$ cat src/rtl/ldpc_enc_framer_pkg.sv
// Shared types and constants for the LDPC encoder framer: FSM state encoding,
// clogb2 and the default frame geometry derived from the codebase code length.
package ldpc_enc_framer_pkg;

  typedef enum logic [1:0] {cIDLE, cPAYLOAD, cFILL} state_t;

  localparam int unsigned cLDPC_NUM  = 576;
  localparam int unsigned cLDPC_DNUM = 288;
  localparam int unsigned cDAT_W     = 8;

  // Bits needed to hold 0..value-1; never less than one.
  function automatic int unsigned clogb2(input int unsigned value);
    int unsigned w;
    w = 0;
    for (int i = 0; i < 32; i++) begin
      if ((32'd1 << i) < value) w = i + 1;
    end
    return (w == 0) ? 1 : w;
  endfunction

  localparam int unsigned cCNT_W = clogb2(cLDPC_NUM / cDAT_W);

endpackage

$ cat src/rtl/ldpc_enc_framer_if.sv
// Source-side and encoder-side handshake bundle of the LDPC encoder framer.
// master: the framer itself; slave: the source/encoder environment around it.
interface ldpc_enc_framer_if #(
  parameter int unsigned pDAT_W = 8,
  parameter int unsigned pTAG_W = 4
);

  logic              ival;
  logic [pTAG_W-1:0] itag;
  logic [pDAT_W-1:0] idat;
  logic              ordy;
  logic              ienc_rdy;
  logic              osop;
  logic              oeop;
  logic              oeof;
  logic              oval;
  logic [pTAG_W-1:0] otag;
  logic [pDAT_W-1:0] odat;

  modport master (
    input  ival, itag, idat, ienc_rdy,
    output ordy, osop, oeop, oeof, oval, otag, odat
  );

  modport slave (
    output ival, itag, idat, ienc_rdy,
    input  ordy, osop, oeop, oeof, oval, otag, odat
  );

endinterface

$ cat src/rtl/ldpc_enc_framer.sv
// Builds encoder frames: pDNUM payload words from the source, then zero filler up to pNUM.
// Optional LDPC_ENC_FRAMER_CNT_EN adds ofrm_cnt, a count of completed frames.
module ldpc_enc_framer
  import ldpc_enc_framer_pkg::*;
#(
  parameter int unsigned pDAT_W = cDAT_W,
  parameter int unsigned pTAG_W = 4,
  parameter int unsigned pDNUM  = cLDPC_DNUM / pDAT_W,
  parameter int unsigned pNUM   = cLDPC_NUM / pDAT_W
) (
  input  logic                iclk,
  input  logic                iresetn,
  input  logic                iclkena,
  input  logic                iclear,
`ifdef LDPC_ENC_FRAMER_CNT_EN
  output logic [15:0]         ofrm_cnt,
`endif
  ldpc_enc_framer_if.master   bus
);

  localparam int unsigned cW = clogb2(pNUM);

  state_t          state;
  logic [cW-1:0]   cnt;

  assign bus.ordy = (state == cIDLE || state == cPAYLOAD) && bus.ienc_rdy && !iclear;

  // Output word only moves when the encoder can take it, so a stalled word is never altered.
  always_ff @(posedge iclk or negedge iresetn) begin
    if (!iresetn) begin
      state    <= cIDLE;
      cnt      <= '0;
      bus.oval <= 1'b0;
      bus.osop <= 1'b0;
      bus.oeop <= 1'b0;
      bus.oeof <= 1'b0;
      bus.odat <= '0;
      bus.otag <= '0;
    end else if (iclkena) begin
      if (iclear) begin
        state    <= cIDLE;
        cnt      <= '0;
        bus.oval <= 1'b0;
        bus.osop <= 1'b0;
        bus.oeop <= 1'b0;
        bus.oeof <= 1'b0;
      end else if (bus.ienc_rdy) begin
        bus.oval <= 1'b0;
        bus.osop <= 1'b0;
        bus.oeop <= 1'b0;
        bus.oeof <= 1'b0;
        unique case (state)
          cIDLE: begin
            if (bus.ival) begin
              bus.oval <= 1'b1;
              bus.osop <= 1'b1;
              bus.oeop <= (pDNUM == 1);
              bus.odat <= bus.idat;
              bus.otag <= bus.itag;
              cnt      <= cW'(1);
              state    <= (pDNUM == 1) ? cFILL : cPAYLOAD;
            end
          end
          cPAYLOAD: begin
            // No source word here is a bubble; the frame simply continues later.
            if (bus.ival) begin
              bus.oval <= 1'b1;
              bus.odat <= bus.idat;
              cnt      <= cnt + 1'b1;
              if (cnt == cW'(pDNUM - 1)) begin
                bus.oeop <= 1'b1;
                state    <= cFILL;
              end
            end
          end
          cFILL: begin
            bus.oval <= 1'b1;
            bus.odat <= '0;
            if (cnt == cW'(pNUM - 1)) begin
              bus.oeof <= 1'b1;
              cnt      <= '0;
              state    <= cIDLE;
            end else begin
              cnt <= cnt + 1'b1;
            end
          end
          default: state <= cIDLE;
        endcase
      end
    end
  end

`ifdef LDPC_ENC_FRAMER_CNT_EN
  // Frame count survives iclear; only reset clears it.
  always_ff @(posedge iclk or negedge iresetn) begin
    if (!iresetn) begin
      ofrm_cnt <= '0;
    end else if (iclkena && bus.oval && bus.oeof && bus.ienc_rdy) begin
      ofrm_cnt <= ofrm_cnt + 16'd1;
    end
  end
`endif

endmodule

$ cat src/flat_wrapper.sv
// flat-port wrapper written by rule: the top's interface ports become plain ports
module ldpc_enc_framer_flat import ldpc_enc_framer_pkg::*;
#(
  parameter int unsigned pDAT_W = cDAT_W,
  parameter int unsigned pTAG_W = 4,
  parameter int unsigned pDNUM  = cLDPC_DNUM / pDAT_W,
  parameter int unsigned pNUM   = cLDPC_NUM / pDAT_W
)
  (iclk, iresetn, iclkena, iclear, bus_ival, bus_itag, bus_idat, bus_ienc_rdy, bus_ordy, bus_osop, bus_oeop, bus_oeof, bus_oval, bus_otag, bus_odat);
  ldpc_enc_framer_if #(.pDAT_W(pDAT_W), .pTAG_W(pTAG_W)) bus_i ();
  input  logic iclk;
  input  logic iresetn;
  input  logic iclkena;
  input  logic iclear;
  input wire logic [$bits(bus_i.ival)-1:0] bus_ival;
  input wire logic [$bits(bus_i.itag)-1:0] bus_itag;
  input wire logic [$bits(bus_i.idat)-1:0] bus_idat;
  input wire logic [$bits(bus_i.ienc_rdy)-1:0] bus_ienc_rdy;
  output wire logic [$bits(bus_i.ordy)-1:0] bus_ordy;
  output wire logic [$bits(bus_i.osop)-1:0] bus_osop;
  output wire logic [$bits(bus_i.oeop)-1:0] bus_oeop;
  output wire logic [$bits(bus_i.oeof)-1:0] bus_oeof;
  output wire logic [$bits(bus_i.oval)-1:0] bus_oval;
  output wire logic [$bits(bus_i.otag)-1:0] bus_otag;
  output wire logic [$bits(bus_i.odat)-1:0] bus_odat;
  assign bus_i.ival = bus_ival;
  assign bus_i.itag = bus_itag;
  assign bus_i.idat = bus_idat;
  assign bus_i.ienc_rdy = bus_ienc_rdy;
  assign bus_ordy = bus_i.ordy;
  assign bus_osop = bus_i.osop;
  assign bus_oeop = bus_i.oeop;
  assign bus_oeof = bus_i.oeof;
  assign bus_oval = bus_i.oval;
  assign bus_otag = bus_i.otag;
  assign bus_odat = bus_i.odat;
  ldpc_enc_framer #(.pDAT_W(pDAT_W), .pTAG_W(pTAG_W), .pDNUM(pDNUM), .pNUM(pNUM)) u_core (.iclk(iclk), .iresetn(iresetn), .iclkena(iclkena), .iclear(iclear), .bus(bus_i));
endmodule
$ cat config.mk
export PLATFORM = sky130hd
export DESIGN_NAME = ldpc_enc_framer_flat
export DESIGN_NICKNAME = d
export VERILOG_FILES = /design/src/rtl/ldpc_enc_framer_pkg.sv /design/src/rtl/ldpc_enc_framer_if.sv /design/src/rtl/ldpc_enc_framer.sv /design/src/flat_wrapper.sv
export SDC_FILE = /design/constraint.sdc
export NUM_CORES = 1
export LEC_CHECK = 0
export ABC_CLOCK_PERIOD_IN_PS = 1920
export CAP_MARGIN = 0
export CORE_ASPECT_RATIO = 0.5
export CORE_UTILIZATION = 48
export CTS_CLUSTER_SIZE = 12
export DETAILED_ROUTE_END_ITERATION = 12
export GPL_ROUTABILITY_DRIVEN = 0
export GPL_TIMING_DRIVEN = 0
export PLACE_DENSITY = 0.82
export SLEW_MARGIN = 10
export SYNTH_ARGS = -nofsm -noshare
export SYNTH_HDL_FRONTEND = slang
export SYNTH_SLANG_ARGS = --single-unit
$ cat constraint.sdc
create_clock -name iclk -period 1.92 [get_ports iclk]
set_input_delay 0.384 -clock iclk [delete_from_list [all_inputs] [get_ports iclk]]
set_output_delay 0.384 -clock iclk [all_outputs]
set_load 0.02 [all_outputs]
==> results of run 1 <==
==> worst register-to-register path, delay by kind of cell (launching register included) <==
kind | cells | cell delay (ns)
simple gates | 1 | 0.40
flops | 1 | 0.39
compound gates | 2 | 0.45
buf+inv | 3 | 0.36
fa+ha+maj | 1 | 0.19
==> synthesized netlist by cell type (all sizes together) (2+ instances only) <==
cell,n
nand2b,9
nor3b,2
nor3,5
o31ai,2
a22o,3
a21o,3
nor2,8
nand2,16
nor2b,3
o21a,3
dfrtp,25
nand3,4
clkbuf,3
buf,2
a31o,2
mux2,4
inv,7
ha,5
o21ai,13
==> state kept, by name, indices dropped and copies added, names as in the netlist <==
signal / count
u_core.bus.odat: 8
u_core.cnt: 7
u_core.bus.otag: 4
u_core.state: 2
u_core.bus.oeof: 1
u_core.bus.oeop: 1
u_core.bus.osop: 1
u_core.bus.oval: 1
==> how the worst min path moves through the flow <==
stage,startpoint,to,slack [ns],cells after the start
after floorplan,iresetn,u_core.bus.odat[0],0.09,0
after detailed placement,u_core.bus.oeop,u_core.bus.oeop,0.47,2
after global routing,iresetn,u_core.bus.odat[2],0.12,1
after global placement,u_core.bus.oeop,u_core.bus.oeop,0.46,2
after CTS,u_core.bus.odat[3],u_core.bus.odat[3],0.49,2
final,iresetn,u_core.bus.otag[2],0.09,1
==> report_power, final <==
| part | total, mW | internal, mW | switching (mW) |
|---|---|---|---|
| clock network | 0.330 | 0.148 | 0.183 |
| logic | 0.781 | 0.394 | 0.387 |
| registers | 0.718 | 0.644 | 0.0743 |
==> layout make-up <==
class,instances,area (um^2),share of cell area (%)
well taps,37,46.29,2.445
plain buffers,5,31.28,1.652
clock inverters,1,7.507,0.3966
repair buffers,38,362.8,19.17
multi-input cells,103,750.7,39.66
flip-flops and latches,25,626.9,33.11
clock buffers,3,41.29,2.181
inverters,7,26.28,1.388
==> per-layer routing <==
layer  up-vias  track usage, %
met1       618           25.67
met4         0           4.245
met3         2           6.279
met2        26           39.16
li1        595               -
met5         -               0
==> per-stage QoR <==
stage | std cells | total power, mW | TNS (ns) | setup WS [ns] | util [%]
after global routing | 219 | 1.928 | -0.1260 | -0.08745 | 71.40
after floorplan | 140 | 1.092 | 0 | 0.1230 | -
after detailed placement | 211 | 1.406 | -3.381 | -0.3423 | 66.30
after CTS | 216 | 1.743 | 0 | 0.009335 | 68.85
after global placement | 211 | 1.390 | -2.527 | -0.3593 | 66.30
final | 219 | 1.830 | -0.04324 | -0.04324 | 71.40
==> cell families after synthesis <==
family                   after synthesis
buffers and inverters                 12
adder cells (fa/ha/maj)                5
AO/OA/AOI/OAI                         40
multiplexers                           4
flip-flops                            25
AND/OR/NAND/NOR                       54
==> what timing repair did <==
action	4_1_cts	5_1_grt
hold endpoints to repair	0	0
setup buffers	1	3
endpoints found under the setup margin	7	18
pin swaps	1	2
gates resized for setup	10	12
==> results.md, run 1 <==
- Area post-placement: between 1500 and 2000 um^2
- Final instance area: ~1900 um^2
- Core ar.: about 2700 um^2
- Rel. slew slack: 61.99%
- Worst R2R Path Depth: 7
- Status: finished, violations left
- Insertion delay to the later sink of the worst-skew pair: 0.28 ns
- Critical Path Sink Type: output pin
- Pwr dens: slightly below 1000 nW/um^2
- Die height: 39.80 um
- N_diodes: 0
- Skew final: 0.001904 ns
- Worst-path clk slew: 0.09 ns
- Max-cap check violation count: 0
- TritonRoute pass-1 iters: 4
- Nets@finish: approximately 200
- Area share of the largest cell type after synthesis: between 40% and 50%
- Metal3 WL: ~130 um
- Worst setup path end: bus_ordy
- Most frequent cells in the layout: clkdlybuf4s50_1, dfrtp_1, nand2_1
- Sequential-to-total area share from yosys stat: 45.62%
- Most used DFF post-synth: dfrtp_1
- WL final: 3.215 mm
- Worst path max stage delay: 0.41 ns
- Critical Path, Cell by Cell: inv_2 -> ha_4 -> buf_6 -> nor2_1 -> nor3b_1 -> buf_2
- Via-to-Cell Ratio: 5.667
- R2R Setup Slk: roughly 0.03 ns
- Synth Area in Adders: 4.562%
- Worst r2r src: u_core.state[1]
- CTS Hold Bufs: 0
- Via count: between 1000 and 1500
- CTS tree: built
- WP depth: 6
- Met2 wire length: about 1.6 mm
- Worst Path Required: 1.54 ns
- Root Buffer: clkbuf_8
- Combinational family with the most area after synthesis: simple AND/OR/NAND/NOR gates
- Post-synthesis register bit count: 25
- CP delay by family, top: buffers and inverters
- Clk sinks: 25
- TritonCTS buffer count: 3
- Buffer and inverter count on the worst path: 3
- Worst path slowest cell: dfrtp_1
- Worst reg2reg endpoint: u_core.cnt[4]
- Syn Area/Cell: 9.795 um^2
- Setup crit start: u_core.state[1]
- Synth Warn #: 0
- Ys async rst share: 100.0%
- Library cells used by synthesis: 42
- Synth Area in Simple Gates: approximately 22%
- Worst setup SP type: flop
- # DRC: 0
- Peak fanout along the critical path: 4
- Clock buffer depth: 2
- Area share of xor/xnor cells in the synthesized design: 0%
- Final-report hold violation count: 0
- Worst Max-Slew Pin Slew: 0.5642 ns
- Ranking of synthesized cells by area: dfrtp_1, ha_1, o21ai_0
- Final Setup Violations: 1
- Min setup slack post-route: -0.04324 ns
- Final min period: 1.963 ns
- Mapped cell area: 1371 um^2
- Compound-gate portion of the synthesized area: 21.17%
- Mux contribution to synthesized area: 3.285%
- Average wire per standard cell: 14.68 um
- Violated checks: setup timing
- Die area: 3088 um^2
- Largest area contributor in the netlist: dfrtp_1
- PortBufs: 34
- Antenna violations before repair: 0
- DRT iter0 DRCs: 40
- Overflow after GRT: 0
- Max H-tree Level: 1
- First-pass GRT wire length: 4.802 mm
- Routed length on met1: 1.442 mm
- Fin crit share: 102.3%
- Layout cell share with drive strength beyond 1: approximately 15%
- CP Class: reg -> out
- Fillers: 200
- Worst Hold Class: in -> async
- DIE WIDTH: 77.59 um
- Static Leakage: between 0.8 and 0.9 nW
- Worst Hold Slack: 0.08568 ns
- Most common cell after layout, fill and taps aside: clkdlybuf4s50_1
- Max-slew violation count: 0
- Top Ports: 35
- Mapped Nets: 163
- Antenna Nets Post-Route: 0
- Crit path DAT: 1.58 ns
- Max Fclk: around 510 MHz
- Max Used Layer: met4
- Vias in the first global route: 1073
- Total GRT Usage: 21.31%
- Number of synthesized flops with an enable pin: 0
- Pin count of the biggest net entering global routing: 26
- VDD IR-drop max: 0.4483 mV
- Initial Util: 51.72%
- Area delta synth->final: 38.05%
- Syn Inst Count: 140
- DPL Wire Length: 2.207 mm
- Row cnt: 13
Note: power is estimated with default switching activity, not from simulation.
==> run 2: changes to the inputs <==
--- a/config.mk
+++ b/config.mk
@@ -6,7 +6,6 @@
 export NUM_CORES = 1
 export LEC_CHECK = 0
 export ABC_CLOCK_PERIOD_IN_PS = 1920
-export CAP_MARGIN = 0
 export CORE_ASPECT_RATIO = 0.5
 export CORE_UTILIZATION = 48
 export CTS_CLUSTER_SIZE = 12
==> results of run 2 <==
The final DEF is identical to that of run 1; final timing and power are the same.
